--- src/rtl/shift_frame_sequencer_if.sv ---
// Bundle of frame-control inputs and shift-chain outputs between the channel
// generators (master) and the frame sequencer (slave).
interface shift_frame_sequencer_if;
   logic        en;
   logic        start;
   logic [63:0] top;
   logic        busy;
   logic        frame_done;
   logic        overrun;
   logic        latch;
   logic        clock;
   logic [7:0]  data;

   modport master (
      output en, start, top,
      input  busy, frame_done, overrun, latch, clock, data
   );

   modport slave (
      input  en, start, top,
      output busy, frame_done, overrun, latch, clock, data
   );
endinterface

--- src/rtl/shift_frame_sequencer.sv ---
// Shifts a 64-bit channel snapshot MSB-first into eight 8-bit latching shift
// lanes, one frame per start pulse or auto frame tick.
module shift_frame_sequencer #(
   parameter int HALF_PERIOD  = 4,
   parameter int LATCH_CYCLES = 2,
   parameter int FRAME_DIV    = 2000
) (
   input logic                     clk,
   input logic                     rst,
   shift_frame_sequencer_if.slave  bus
);

   localparam int TW   = $clog2(FRAME_DIV);
   localparam int PMAX = (HALF_PERIOD > LATCH_CYCLES) ? HALF_PERIOD : LATCH_CYCLES;
   localparam int PW   = (PMAX > 1) ? $clog2(PMAX) : 1;

   typedef enum logic [2:0] {IDLE, LOAD, SHIFT_LO, SHIFT_HI, LATCH} state_t;

   state_t        state_q;
   logic [TW-1:0] tick_cnt_q;
   logic [PW-1:0] phase_q;
   logic [2:0]    idx_q;
   logic [63:0]   snap_q;
   logic          pending_q;
   logic          busy_q, frame_done_q, overrun_q, latch_q, clock_q;
   logic [7:0]    data_q;
   logic          tick, trigger;

   // Lane k carries byte k of the vector; bit index i selects bit 7-i of that byte.
   function automatic logic [7:0] lane_bits(input logic [63:0] v, input logic [2:0] i);
      logic [7:0] r;
      r = '0;
      for (int k = 0; k < 8; k++) r[k] = v[{3'(k), ~i}];
      return r;
   endfunction

   assign tick    = bus.en && (tick_cnt_q == TW'(FRAME_DIV - 1));
   assign trigger = bus.start | tick;

   always_ff @(posedge clk) begin
      if (rst || !bus.en) tick_cnt_q <= '0;
      else if (tick)      tick_cnt_q <= '0;
      else                tick_cnt_q <= tick_cnt_q + 1'b1;
   end

   // NOTE: every register in this block uses <= so all next values are computed
   // from the same pre-edge state; outputs are set for the state being entered.
   always_ff @(posedge clk) begin
      if (rst) begin
         state_q      <= IDLE;
         phase_q      <= '0;
         idx_q        <= '0;
         snap_q       <= '0;
         pending_q    <= 1'b0;
         busy_q       <= 1'b0;
         frame_done_q <= 1'b0;
         overrun_q    <= 1'b0;
         latch_q      <= 1'b0;
         clock_q      <= 1'b0;
         data_q       <= '0;
      end else begin
         frame_done_q <= 1'b0;
         overrun_q    <= 1'b0;
         if (state_q != IDLE && trigger) begin
            if (pending_q) overrun_q <= 1'b1;
            else           pending_q <= 1'b1;
         end
         case (state_q)
            IDLE: begin
               if (trigger || pending_q) begin
                  state_q   <= LOAD;
                  pending_q <= 1'b0;
                  busy_q    <= 1'b1;
               end
            end
            LOAD: begin
               snap_q  <= bus.top;
               idx_q   <= '0;
               phase_q <= '0;
               data_q  <= lane_bits(bus.top, 3'd0);
               state_q <= SHIFT_LO;
            end
            SHIFT_LO: begin
               if (phase_q == PW'(HALF_PERIOD - 1)) begin
                  phase_q <= '0;
                  clock_q <= 1'b1;
                  state_q <= SHIFT_HI;
               end else begin
                  phase_q <= phase_q + 1'b1;
               end
            end
            SHIFT_HI: begin
               if (phase_q == PW'(HALF_PERIOD - 1)) begin
                  phase_q <= '0;
                  clock_q <= 1'b0;
                  if (idx_q == 3'd7) begin
                     latch_q <= 1'b1;
                     state_q <= LATCH;
                  end else begin
                     idx_q   <= idx_q + 3'd1;
                     data_q  <= lane_bits(snap_q, idx_q + 3'd1);
                     state_q <= SHIFT_LO;
                  end
               end else begin
                  phase_q <= phase_q + 1'b1;
               end
            end
            LATCH: begin
               if (phase_q == PW'(LATCH_CYCLES - 1)) begin
                  phase_q      <= '0;
                  latch_q      <= 1'b0;
                  busy_q       <= 1'b0;
                  data_q       <= '0;
                  frame_done_q <= 1'b1;
                  state_q      <= IDLE;
               end else begin
                  phase_q <= phase_q + 1'b1;
               end
            end
            default: state_q <= IDLE;
         endcase
      end
   end

   assign bus.busy       = busy_q;
   assign bus.frame_done = frame_done_q;
   assign bus.overrun    = overrun_q;
   assign bus.latch      = latch_q;
   assign bus.clock      = clock_q;
   assign bus.data       = data_q;

endmodule
--- src/flat_wrapper.sv ---
// flat-port wrapper written by rule: the top's interface ports become plain ports
module shift_frame_sequencer_flat 
#(
   parameter int HALF_PERIOD  = 4,
   parameter int LATCH_CYCLES = 2,
   parameter int FRAME_DIV    = 2000
)
  (clk, rst, bus_en, bus_start, bus_top, bus_busy, bus_frame_done, bus_overrun, bus_latch, bus_clock, bus_data);
  shift_frame_sequencer_if bus_i ();
  input logic clk;
  input logic rst;
  input wire logic [$bits(bus_i.en)-1:0] bus_en;
  input wire logic [$bits(bus_i.start)-1:0] bus_start;
  input wire logic [$bits(bus_i.top)-1:0] bus_top;
  output wire logic [$bits(bus_i.busy)-1:0] bus_busy;
  output wire logic [$bits(bus_i.frame_done)-1:0] bus_frame_done;
  output wire logic [$bits(bus_i.overrun)-1:0] bus_overrun;
  output wire logic [$bits(bus_i.latch)-1:0] bus_latch;
  output wire logic [$bits(bus_i.clock)-1:0] bus_clock;
  output wire logic [$bits(bus_i.data)-1:0] bus_data;
  assign bus_i.en = bus_en;
  assign bus_i.start = bus_start;
  assign bus_i.top = bus_top;
  assign bus_busy = bus_i.busy;
  assign bus_frame_done = bus_i.frame_done;
  assign bus_overrun = bus_i.overrun;
  assign bus_latch = bus_i.latch;
  assign bus_clock = bus_i.clock;
  assign bus_data = bus_i.data;
  shift_frame_sequencer #(.HALF_PERIOD(HALF_PERIOD), .LATCH_CYCLES(LATCH_CYCLES), .FRAME_DIV(FRAME_DIV)) u_core (.clk(clk), .rst(rst), .bus(bus_i));
endmodule
--- config.mk ---
export PLATFORM = sky130hd
export DESIGN_NAME = shift_frame_sequencer_flat
export DESIGN_NICKNAME = d
export VERILOG_FILES = /design/src/rtl/shift_frame_sequencer_if.sv /design/src/rtl/shift_frame_sequencer.sv /design/src/flat_wrapper.sv
export SDC_FILE = /design/constraint.sdc
export NUM_CORES = 1
export LEC_CHECK = 0
export CORE_UTILIZATION = 53
export CTS_BUF_LIST = sky130_fd_sc_hd__clkbuf_4
export DETAILED_ROUTE_END_ITERATION = 10
export GPL_TIMING_DRIVEN = 1
export PLACE_DENSITY = 0.82
export SYNTH_ARGS = -nofsm -noshare
export SYNTH_HDL_FRONTEND = slang
export SYNTH_SLANG_ARGS = --single-unit
--- constraint.sdc ---
create_clock -name clk -period 2.4 [get_ports clk]
set_input_delay 0.36 -clock clk [delete_from_list [all_inputs] [get_ports clk]]
set_output_delay 0.36 -clock clk [all_outputs]
set_load 0.02 [all_outputs]
# Word level (Yosys, flattened, before mapping)
# Index checks and enable logic that the tools add are counted.
# word_totals
in_bits	68
output_inout_bits	13
wordCells	110
reg_bits	97
# classes
n_reduce_logical	23
eq_ne	14
n_addsub	3
bitwise	4
mux	46
order_cmp	8
# ops
operator	count
less-than comparator 6 x 7 -> 1 bit (second input constant)	4
binary-select mux 1 bit (select 3 bit)	8
two-way mux 8 bit	3
case mux 8 bit (3 select lines)	1
two-way mux 3 bit	7
two-way mux 1 bit	19
case mux 3 bit (5 select lines)	1
less-than comparator 5 x 7 -> 1 bit (second input constant)	2
AND reduction 4 bit	3
adder 11 x 1 -> 11 bit (second input constant)	1
equality test 11 bit (second input constant)	1
!= test 2 x 1 -> 1 bit (second input constant)	5
AND reduction 3 bit	3
nonzero test 3 bit	3
nonzero test 2 bit	4
OR reduction 2 bit	4
less-than comparator 3 x 7 -> 1 bit (second input constant)	1
less-than comparator 4 x 7 -> 1 bit (second input constant)	1
equality test 3 x 2 -> 1 bit (second input constant)	2
equality test 3 bit (second input constant)	2
case mux 1 bit (2 select lines)	3
case mux 2 bit (3 select lines)	1
case mux 3 bit (2 select lines)	1
two-way mux 2 bit	2
13 further kinds	16

# Depth between registers and ports, before layout
# depth
word_depth	7
mapped_depth	7
mapped_depth_nobuf	6

# Worst setup path before layout
# OpenSTA, ideal clock, no wires.
# synth_path
path_type	register to register
startpoint	register u_core.idx_q[0]
endpoint	register u_core.data_q[5] (netlist: u_core.bus.data[5])
setup_time_ps	130
path_slack_ps	413
period_less_slack_ps	1987
path_stages_with_launch	8
arrival_ps	1857
required_time_ps	2270
n_path_buf	2
path_cell_list	dfxtp_1 -> ha_1 -> ha_1 -> clkbuf_2 -> buf_1 -> mux4_2 -> a22oi_1 -> o21ai_0
# synth_via
elab_chain_cells	7
elab_cells_between_ends	10
classes_between	add/sub: 1; eq/ne: 2; mux: 5; bitwise: 1; reduce/logical: 1
# synth_rtl
item	line_no	source
start: declaration	shift_frame_sequencer.sv:22	logic [2:0] idx_q;
start signal: assignment	shift_frame_sequencer.sv:100	idx_q <= idx_q + 3'd1;
adder 3 x 1 -> 3 bit	shift_frame_sequencer.sv:101	data_q <= lane_bits(snap_q, idx_q + 3'd1);
inverter 3 bit	shift_frame_sequencer.sv:33	for (int k = 0; k < 8; k++) r[k] = v[{3'(k), ~i}];
binary-select mux 1 bit (select 3 bit)	shift_frame_sequencer.sv:33	
two-way mux 1 bit (not written as such)	shift_frame_sequencer.sv:33	
two-way mux 8 bit	shift_frame_sequencer.sv:96	if (idx_q == 3'd7) begin
two-way mux 8 bit	shift_frame_sequencer.sv:93	if (phase_q == PW'(HALF_PERIOD - 1)) begin
case mux 8 bit (3 select lines)	shift_frame_sequencer.sv:68	case (state_q)
end signal: assignment	shift_frame_sequencer.sv:80	data_q <= lane_bits(bus.top, 3'd0);
end signal: assignment	shift_frame_sequencer.sv:101	
end: declaration	shift_frame_sequencer.sv:26	logic [7:0] data_q;
# Several ways; a longest one is shown, not always the timed one. The select of a mux whose other input is x is not followed.
# A chain may end at the register's enable or synchronous reset.

# Worst setup path in the final report
# layout_path
startpoint	register u_core.idx_q[0]
endpoint	register u_core.data_q[2] (netlist: u_core.bus.data[2])
# The elaborated chain is that of the path after synthesis.

==> impl_results.md <==
* Syn nets at between 500 and 600
* PortBufs at 80
* Reg2reg end: u_core.bus.data[2]$_SDFFE_PP0P_
* Synth area leader: dfxtp_1
* Fin nets at ~600
* Cell count after placement at about 630
* Mapped cell area at a little over 4000 um2
* Post_cts resized at 0
* Slowest cell on crit path: ha_1
* CP endpoint kind: flop
* Met1 Usage GRT at between 20% and 30%
* CTS tree: yes
* Slew HR at between 60 and 70%
* Hold Path End: u_core.bus.frame_done$_SDFF_PP0_
* Clk slew on worst S/H paths at between 0.1 and 0.15 ns
* FP Rows at 31
* Synth-to-Final Area Change at 24.8%
* Final count of pins violating max slew at 0
* PwrDens at approximately 600 nW/um2
* Pleak at about 1.7 nW
* Final setup TNS at 0 ns
* Final HPWL from detailed placement at between 6 and 7 mm
* Worst path bufs/invs at 1
* Maximum vdd drop at 0.351 mV
* Crit-path most repeated cell: ha_1
* Reg2Reg Setup Slack at 0.39 ns
* CP max stage delay at 0.48 ns
* Worst Hold Class: primary input to flop
* Num CTS Buffers at 9
* Post-Syn Instances at 471
* WL/cell at about 14 um
* Vias at ~3500
* Final hold violations at 0
* Vias/cell at between 5 and 6
* Setup-failing EPs final at 0
* Clk_lat worst skew at 0.43 ns
* Setup Skew at roughly 0.015 ns
* Die Span Y at 89.8 um
* Post-synth EDFFs at 0
* Final instance area at between 5000 and 6000 um2
* Worst-path cell chain: ha_1 -> ha_1 -> buf_4 -> mux4_2 -> a22oi_1 -> o21ai_0
* Layout cell share with drive strength beyond 1 at under 10%
* CTS Root Cell: clkbuf_4
* Worst r2r src: u_core.idx_q[0]$_SDFFE_PP0P_
* Gr ovfl total at 0
* Antenna-violating nets left at 0
* Fin crit share at between 80% and 90%
* First DRT Iteration DRCs at around 210
* Most frequent cells in the layout: 138 x nand2_1, 97 x dfxtp_1, 79 x clkdlybuf4s50_1
* Clock tree buffer depth at 2
* Critical Setup Path Class: flop to flop
* Overall Global Routing Usage at a little under a quarter
* ANT cells at 0
* Yosys cell types at roughly 40
* Top post-synthesis cells by area: dfxtp_1 48%, nand2_1 13%, mux4_2 8.8%, a21oi_1 8.2%, nor2_1 2.3%
* Area share of the largest cell type after synthesis at a little under half
* Grt met2 use at 39.7%
* Clock H-tree levels at 3
* Commonest non-fill, non-tap cell in the layout: nand2_1
* WHS Path Cells at 2
* Main synth FF type: dfxtp_1
* Initial antenna violation count at 0
* Pin count of the biggest net entering global routing at 65
* I/O Pins at 81
* Initial Utilization at a little under three fifths
* Worst Path Arrival at approximately 2.3 ns
* Layer with the highest usage: met2
* Ys Warns at 0
* Dpl cell area at 4970 um2
* Drt drc at 0
* Slew @ Worst Pin at about 0.55 ns
* Post-CTS setup buffer count at 0
* Full die area at just over 8000 um2
* Mapped Avg Cell Area at between 8 and 9 um2
* CP Max Fanout at 10
* WP data required at roughly 2.7 ns
* DRT Pass-1 Iters at 4
* Cell family with most CP delay: adder cells
* First-pass GRT wire length at ~15 mm
* CTS Hold Bufs at 0
* HP Start: rst
* Non-Filler Instances at between 600 and 700
* Fmax at between 400 and 500 MHz
* Async set or reset register ratio after synthesis at 0%
* GR Layer Usage met3 at around 3.4%
* RSZ-0062 raised after global routing: no
* Final RePlAce weighted congestion at ~0.76
* Die Span X at 89.8 um
* CP startpoint kind: flop
* Synthesis-stage register bit count at 97
* R2R depth at 6
* Min Tclk post-route at about 2.0 ns
* Core area at ~7400 um2
* Final WL at between 8 and 9 mm
* Max Cap Viol at 0
* Status: finished, final reports clean
* CTS sink cnt at 97
* Vias in the first global route at between 3000 and 4000
* Sequential share of the synthesized area at a little under half
==> how the worst max path moves through the flow <==
stage,from,to,slack (ns),depth (start not counted)
floorplan,u_core.idx_q[0]$_SDFFE_PP0P_,u_core.bus.data[5]$_SDFFE_PP0P_,0.41,7
global placement,u_core.idx_q[0]$_SDFFE_PP0P_,u_core.bus.data[3]$_SDFFE_PP0P_,0.47,6
detailed placement,u_core.idx_q[0]$_SDFFE_PP0P_,u_core.bus.data[2]$_SDFFE_PP0P_,0.44,6
CTS,u_core.idx_q[0]$_SDFFE_PP0P_,u_core.bus.data[2]$_SDFFE_PP0P_,0.40,6
global route,u_core.idx_q[1]$_SDFFE_PP0P_,u_core.bus.data[2]$_SDFFE_PP0P_,0.28,6
finish,u_core.idx_q[0]$_SDFFE_PP0P_,u_core.bus.data[2]$_SDFFE_PP0P_,0.39,6
==> cells by family (layout without fill, tap and decap cells) <==
group                      Yosys count  count (layout)  synth area share, %
AOI/OAI and AO/OA                  106             106                 15.3
buffers and inverters               41             113                 4.01
adders and majority gates            6               6                 1.84
DFF                                 97              97                 47.5
muxes                               18              18                 9.31
xor gates and xnor gates             8               8                 1.72
and+or+nand+nor                    195             195                 20.3
==> final cells by class <==
class	instances	area [um2]
Fill cell	574	2270
Multi-Input combinational cell	333	1990
Sequential cell	97	1940
Timing Repair Buffer	91	891
Tap cell	99	124
Clock buffer	9	67.6
Clock inverter	6	60.1
Inverter	7	26.3
==> synthesized netlist by cell type (6+ instances only) <==
cell and instances:
nor2_1 25, clkbuf_1 20, mux4_2 16, buf_2 7
a21oi_1 67, dfxtp_1 97, buf_1 6, nand2_1 138
a32oi_1 8, o21ai_0 11, ha_1 6, a22oi_1 10
inv_1 7, xnor2_1 6, nand3_1 6, nor3_1 8
==> per-layer routing <==
| layer | vias to the layer above | part of all wire, % |
|---|---|---|
| li1 | 1758 | - |
| met1 | 1636 | 44 |
| met2 | 83 | 51 |
| met3 | 14 | 3.7 |
| met4 | 0 | 1.5 |
| met5 | - | 0 |
==> power by group <==
group	internal (mW)	switching [mW]	total, mW
sequential	1.70	0.0560	1.75
combinational	0.224	0.213	0.437
clock	0.305	0.524	0.829
total	2.23	0.793	3.02
==> sequential cells by signal, summed over array words and instances (netlist names) <==
register,cells
u_core.pending_q,1
u_core.snap_q,64
u_core.phase_q,2
u_core.bus.busy,1
u_core.state_q,3
u_core.bus.frame_done,1
u_core.bus.clock,1
u_core.bus.data,8
u_core.tick_cnt_q,11
u_core.bus.overrun,1
u_core.bus.latch,1
u_core.idx_q,3
==> through the flow <==
| step | setup WS [ns] | hold WS, ns | power [mW] | util, % |
|---|---|---|---|---|
| finish | 0.386 | 0.298 | 3.02 | 69.2 |
| global route | 0.282 | 0.310 | 3.15 | 69.2 |
| CTS | 0.398 | 0.278 | 3.03 | 69.2 |
| detailed placement | 0.438 | 0.446 | 2.22 | 67.4 |
| global placement | 0.474 | 0.440 | 2.21 | 67.4 |
| floorplan | 0.413 | 0.426 | 2.02 | - |
No activity file was read; power rests on OpenSTA's default activity.
